===== src/rtl/regwr_arbiter.sv =====
// Two-requester register-file write-port arbiter with bounded lock bursts.
// Build option REGWR_ARB_RR_EN: round-robin tie-break in IDLE (default: A wins ties).
module regwr_arbiter #(
  parameter int AW       = 5,
  parameter int DW       = 32,
  parameter int MAXBURST = 4
) (
  input  logic          clk,
  input  logic          rst_n,
  input  logic          reqA,
  input  logic          lockA,
  input  logic [AW-1:0] addrA,
  input  logic [DW-1:0] dataA,
  output logic          ackA,
  input  logic          reqB,
  input  logic          lockB,
  input  logic [AW-1:0] addrB,
  input  logic [DW-1:0] dataB,
  output logic          ackB,
  output logic          sel,
  output logic          wr_en,
  output logic [AW-1:0] wr_addr,
  output logic [DW-1:0] wr_data,
  output logic [1:0]    owner
);

  localparam int BW = $clog2(MAXBURST + 1);
  localparam logic [BW-1:0] BURST_MAX = BW'(MAXBURST);
  localparam logic [BW-1:0] BURST_ONE = BW'(1);

  typedef enum logic [1:0] {
    IDLE  = 2'b00,
    OWN_A = 2'b01,
    OWN_B = 2'b10
  } state_t;

  state_t        state, stateNext;
  logic [BW-1:0] bcnt, bcntNext, bcntInc;
  logic          grantA, grantB;
  logic          idleArb, pickB, lockWin;
  logic          tieB;

`ifdef REGWR_ARB_RR_EN
  logic rrPtr, rrPtrNext;  // 1: next tie goes to B

  assign tieB = rrPtr;

  // A grant that leaves the port un-owned, or a release without grant, ends
  // an ownership: the next tie goes to whoever was not just served.
  always_comb begin
    rrPtrNext = rrPtr;
    if (stateNext == IDLE) begin
      if (grantA)              rrPtrNext = 1'b1;
      else if (grantB)         rrPtrNext = 1'b0;
      else if (state == OWN_A) rrPtrNext = 1'b1;
      else if (state == OWN_B) rrPtrNext = 1'b0;
    end
  end

  always_ff @(posedge clk or negedge rst_n) begin
    if (!rst_n) rrPtr <= 1'b0;
    else        rrPtr <= rrPtrNext;
  end
`else
  assign tieB = 1'b0;
`endif

  assign bcntInc = bcnt + BURST_ONE;

  // NOTE: every output of this block gets a default first so no path leaves
  // a signal unassigned, which would otherwise infer a latch.
  always_comb begin
    stateNext = state;
    bcntNext  = bcnt;
    grantA    = 1'b0;
    grantB    = 1'b0;
    idleArb   = 1'b0;
    pickB     = 1'b0;
    lockWin   = 1'b0;

    unique case (state)
      OWN_A: begin
        if (reqA && bcnt < BURST_MAX) begin
          grantA   = 1'b1;
          bcntNext = bcntInc;
          if (!lockA || bcntInc == BURST_MAX) begin
            stateNext = IDLE;
            bcntNext  = '0;
          end
        end else begin
          stateNext = IDLE;
          bcntNext  = '0;
          idleArb   = 1'b1;
        end
      end
      OWN_B: begin
        if (reqB && bcnt < BURST_MAX) begin
          grantB   = 1'b1;
          bcntNext = bcntInc;
          if (!lockB || bcntInc == BURST_MAX) begin
            stateNext = IDLE;
            bcntNext  = '0;
          end
        end else begin
          stateNext = IDLE;
          bcntNext  = '0;
          idleArb   = 1'b1;
        end
      end
      default: idleArb = 1'b1;
    endcase

    // Released owners fall through to here, so the other side is served in the same cycle.
    if (idleArb && (reqA || reqB)) begin
      pickB   = reqB && (!reqA || tieB);
      grantA  = !pickB;
      grantB  = pickB;
      lockWin = pickB ? lockB : lockA;
      if (lockWin && MAXBURST > 1) begin
        stateNext = pickB ? OWN_B : OWN_A;
        bcntNext  = BURST_ONE;
      end
    end
  end

  // NOTE: sequential state uses non-blocking assignments so every register
  // samples pre-edge values regardless of statement order.
  always_ff @(posedge clk or negedge rst_n) begin
    if (!rst_n) begin
      state   <= IDLE;
      bcnt    <= '0;
      wr_en   <= 1'b0;
      wr_addr <= '0;
      wr_data <= '0;
      sel     <= 1'b0;
    end else begin
      state <= stateNext;
      bcnt  <= bcntNext;
      wr_en <= (grantA && addrA != '0) || (grantB && addrB != '0);
      if (grantA) begin
        wr_addr <= addrA;
        wr_data <= dataA;
        sel     <= 1'b0;
      end else if (grantB) begin
        wr_addr <= addrB;
        wr_data <= dataB;
        sel     <= 1'b1;
      end
    end
  end

  assign ackA  = grantA && rst_n;
  assign ackB  = grantB && rst_n;
  assign owner = state;

endmodule


===== config.mk =====
export PLATFORM = sky130hd
export DESIGN_NAME = regwr_arbiter
export DESIGN_NICKNAME = d
export VERILOG_FILES = /design/src/rtl/regwr_arbiter.sv
export SDC_FILE = /design/constraint.sdc
export NUM_CORES = 1
export LEC_CHECK = 0
export ABC_AREA = 1
export CAP_MARGIN = 20
export CELL_PAD_IN_SITES_DETAIL_PLACEMENT = 1
export CELL_PAD_IN_SITES_GLOBAL_PLACEMENT = 2
export CORE_AREA = 3 3 121 123
export DETAILED_ROUTE_END_ITERATION = 16
export DIE_AREA = 0 0 124 126
export GPL_TIMING_DRIVEN = 0
export PLACE_DENSITY = 0.79
export SKIP_CTS_REPAIR_TIMING = 1
export SYNTH_ARGS = -nofsm -noshare
export SYNTH_HDL_FRONTEND = slang
export SYNTH_SLANG_ARGS = --single-unit

===== constraint.sdc =====
create_clock -name clk -period 1.9 [get_ports clk]
set_input_delay 0.285 -clock clk [delete_from_list [all_inputs] [get_ports clk]]
set_output_delay 0.285 -clock clk [all_outputs]
set_load 0.01 [all_outputs]

# Word level (Yosys, flattened, before mapping)
# Index checks and enable logic that the tools add are counted.
# totals
regBits,44
inputBits,80
out_inout_bits,43
elab_cells,61
# op_classes
addsub,1
n_lt_le_gt_ge,1
n_eq_ne,3
muxes,31
reduce_logical,19
# ops
operator,n
two-way mux 32 bit,2
two-way mux 3 bit,6
two-way mux 2 bit,7
two-way mux 1 bit,11
two-way mux 5 bit,2
nonzero test 5 bit,2
logical AND 1 bit,8
one-hot mux 3 bit (2 select lines),1
logical NOT 1 bit,4
logical OR 1 bit,4
one-hot mux 2 bit (2 select lines),1
adder 3 x 1 -> 3 bit (second input constant),1
equality test 3 bit (second input constant),1
< comparator 3 bit (second input constant),1
equality test 2 x 1 -> 1 bit (second input constant),1
equality test 2 bit (second input constant),1
one-hot mux 1 bit (2 select lines),1
nonzero test 2 bit,1

# Depth between registers and ports, before layout
# logic_depth
ltp_word,8
depth_mapped,12
mapped_depth_nobuf,11

# Least setup slack after synthesis
# No wires, ideal clock.
# synth_path
path_type,reg2out
start,register state[0] (netlist: owner[0])
end,output port ackA
arrival_ns,1.713
t_required_ns,1.615
setup_slack_ns,-0.098
stages_incl_launch_ff,11
n_path_buf,1
cell_sequence,dfrtp_1 inv_1 ha_1 inv_1 nand3_4 nand2_2 nand2_4 nand2_8 inv_4 buf_4 nor2_1
# synth_between
elab_chain_cells,5
# synth_lines
item,line,source
start: declaration,37,"state_t state, stateNext;"
start signal: assignment,137,state <= stateNext;
equality test 2 bit / equality test 2 x 1 -> 1 bit (equally long branches),81,unique case (state)
one-hot mux 1 bit (2 select lines),81,
logical AND 1 bit,114,if (idleArb && (reqA || reqB)) begin
two-way mux 1 bit *,114,
logical AND 1 bit *,152,assign ackA = grantA && rst_n;
end: declaration,14,"output logic ackA,"
# Every way passes the cells marked *; elsewhere a longest branch is shown, timed or not.

# Final worst setup path
# Same ends and word-level chain as after synthesis.

==> run_results.csv <==
group,metric,value,unit
run_status,status,"finished with violations",
run_status,violations,"negative hold slack, negative setup slack",
pwr,cellLeakagePower,2.25,nW
clocking,clkTransAtPathRegs,0.07,ns
die,initial_core_util,18.7,%
job,max-cap-violations,0,
synth,ys_ff_latch,44,
final_layout,syn_to_final_growth,73.5,%
final_layout,antenna_cells,0,
synth,ys_types,29,
detailed_routing,drc,0,
pwr,p_total,7.56,mW
detailed_routing,wirelength,9300,µm
placement,place.port_buffers,122,
synth,synth_area_leader_cell,"dfrtp_1",
clocking,clock-sinks,44,
min_path,hold_path_class,"input port to async pin",
clocking,clk_path_buf_depth,2,
final_layout,final_cells,701,
detailed_routing,wl_per_cell,13.3,µm
die,row_count,43,
setup_path,critPathLaunch,"owner[0]",
grt,grt_pass1_wl,14300,µm
final_layout,final-seq-area,0.00110,mm²
timing,fin_skew,0.00400,ns
timing,drv_slew,0,
grt,globalRouteOverflowTotal,0,
grt,antenna_found_initial,0,
pwr,vdd_ir_drop_max,0.559,mV
setup_path,crit_required,1.62,ns
setup_path,cp_data_arrival_time,1.87,ns
setup_path,r2r-start,"owner[0]",
synth,netlist_instances,371,
clocking,clockRootBuffer,"clkbuf_16",
synth,syn_nets,455,
synth,ys.warnings.count,0,
die,die_h,126,µm
die,core-area,0.0138,mm²
final_layout,layout-drive-gt1-share,12.5,%
timing,fin_crit_sh,114,%
setup_path,critical_path_class,"flip-flop to primary output",
pwr,p_comb_share,63.9,%
timing,post-route-min-period,2.16,ns
synth,ys_seq_area_share,42.8,%
placement,placedCellCount,674,
placement,place_hpwl,7080,µm
timing,rsz0062_at_grt,"yes",
detailed_routing,via_per_inst,3.89,
timing,max_freq,0.464,GHz
synth,syn-cell-area,0.00257,mm²
detailed_routing,ant_nets,0,
clocking,insertion_delay,0.29,ns
timing,holdWs,-0.00918,ns
pwr,switching_share,41.7,%
clocking,cts.htree.levels,2,
timing,tightest_slew,0.572,ns
setup_path,rrSetupSlack,0.06,ns
timing,setup_viol,2,
pwr,clockPowerShare,13.4,%
pwr,p_switching,3.15,mW
grt,grt_max_degree,24,
final_layout,final_area,0.00447,mm²
placement,pre_cts_ws,-0.750,ns
final_layout,nNetsFinal,604,
placement,placed_area,0.00405,mm²
synth,synth_area_per_cell,6.94,µm²
timing,tns,-0.391,ns
die,die_area,0.0156,mm²
timing,hold_viol_final,22,
grt,first_global_vias,2845,
setup_path,critPathMaxFanout,6,
clocking,cts_tree,"yes",
setup_path,worstSetupEndpointType,"primary output",
detailed_routing,via_count,2729,
detailed_routing,drtIter0Drc,60,
timing,fin_ws,-0.257,ns
pwr,seqPwrFrac,22.7,%
grt,grt.total_usage,11.6,%
setup_path,start_kind,"flip-flop",
die,die_w,124,µm
timing,max-slew-margin-rel,61.8,%
pwr,power_density,1690,mW/mm²
clocking,numCtsBuffers,5,
detailed_routing,first_pass_iters,4,
placement,place_congestion,0.742,
final_layout,multi_input_area,0.00126,mm²
die,pin_count,123,
synth,synth_top_area_share,42.8,%
pwr,p_int,4.41,mW
synth,yosys-top-cells-area,"dfrtp_1 43%, nand2_1 32%, inv_1 6.0%",
final_layout,fillers,1703,
final_layout,final_util,32.4,%
[layout make-up]
type                            instances  area share [%]
Timing Repair Buffer                  142            30.9
Multi-Input combinational cell        270            28.2
Sequential cell                        44            24.7
Tap cell                              180            5.04
Inverter                               43            3.95
Buffer                                 14            3.50
Clock buffer                            5            2.80
Clock inverter                          3           0.952
[worst paths after layout]
check / to / cells past startpoint
worst max register to register: wr_data[24] / 12
worst min-delay path: wr_data[3] / 1
min in group clk: wr_data[16] / 2
worst min register to register: wr_data[16] / 2
worst max-delay path: ackA / 11
max in group asynchronous: owner[1] / 2
[sequential cells by signal, indices dropped and copies added, names as in the netlist]
name / count
wr_en: 1
sel: 1
bcnt: 3
owner: 2
wr_data: 32
wr_addr: 5
[critical path, cell delays in order, from the launching register on]
cell and delay, ns:
dfrtp_1 0.42, buf_6 0.14, ha_4 0.16, nand2_4 0.06, nand3_4 0.13, nand2_8 0.13, nand2_8 0.06, nand2_8 0.12
clkinv_8 0.06, buf_12 0.13, nor2_4 0.07, buf_6 0.10
[cell usage after synthesis (all sizes together)]
library cell  count
xor2              1
nand3            10
o2111ai           1
or2               2
nor3              1
inv              43
nor2             10
nand4             4
buf              14
o21ai             5
and3              1
a21oi             1
dfrtp            44
nor4              1
nand2           229
ha                4
[power groups by stage]
stage | combinational [mW] | sequential, mW | clock, mW
after detailed placement | 4.35 | 1.74 | 0
after global routing | 5.41 | 1.78 | 1.09
after floorplan | 2.25 | 1.90 | 0
after global placement | 4.24 | 1.73 | 0
final | 4.83 | 1.71 | 1.01
after CTS | 4.36 | 1.72 | 1.06
[cells in the final DEF, fill, tap and decap left out, types with 2 or more instances in the layout]
cell type,netlist,layout
buf_12,1,3
clkdlybuf4s50_1,0,118
o21ai_0,4,4
nor2_1,9,7
buf_6,6,7
inv_2,1,2
buf_4,3,20
nand3_1,9,9
ha_4,0,2
nand2_1,222,221
nand4_1,4,4
nor2_4,0,2
buf_2,3,5
clkbuf_16,0,5
ha_1,4,2
nand2_4,2,3
inv_1,41,39
buf_8,1,2
dfrtp_1,44,43
nand2_8,1,4
[layer usage]
metal / vias to the layer above / global-route usage [%] / share of wire [%]
li1: 1399 / - / -
met1: 1250 / 14.6 / 44
met2: 69 / 20.0 / 48
met3: 11 / 2.16 / 5.7
met4: 0 / 3.22 / 1.3
met5: - / 0 / 0
[cells by family after synthesis]
family | synth area share, %
flip-flops | 42.8
buffers and inverters | 11.8
AND/OR/NAND/NOR | 41.6
XOR/XNOR | 0.340
AO/OA/AOI/OAI | 1.51
adder cells (fa/ha/maj) | 1.94
Power figures use the tool's default switching activity.
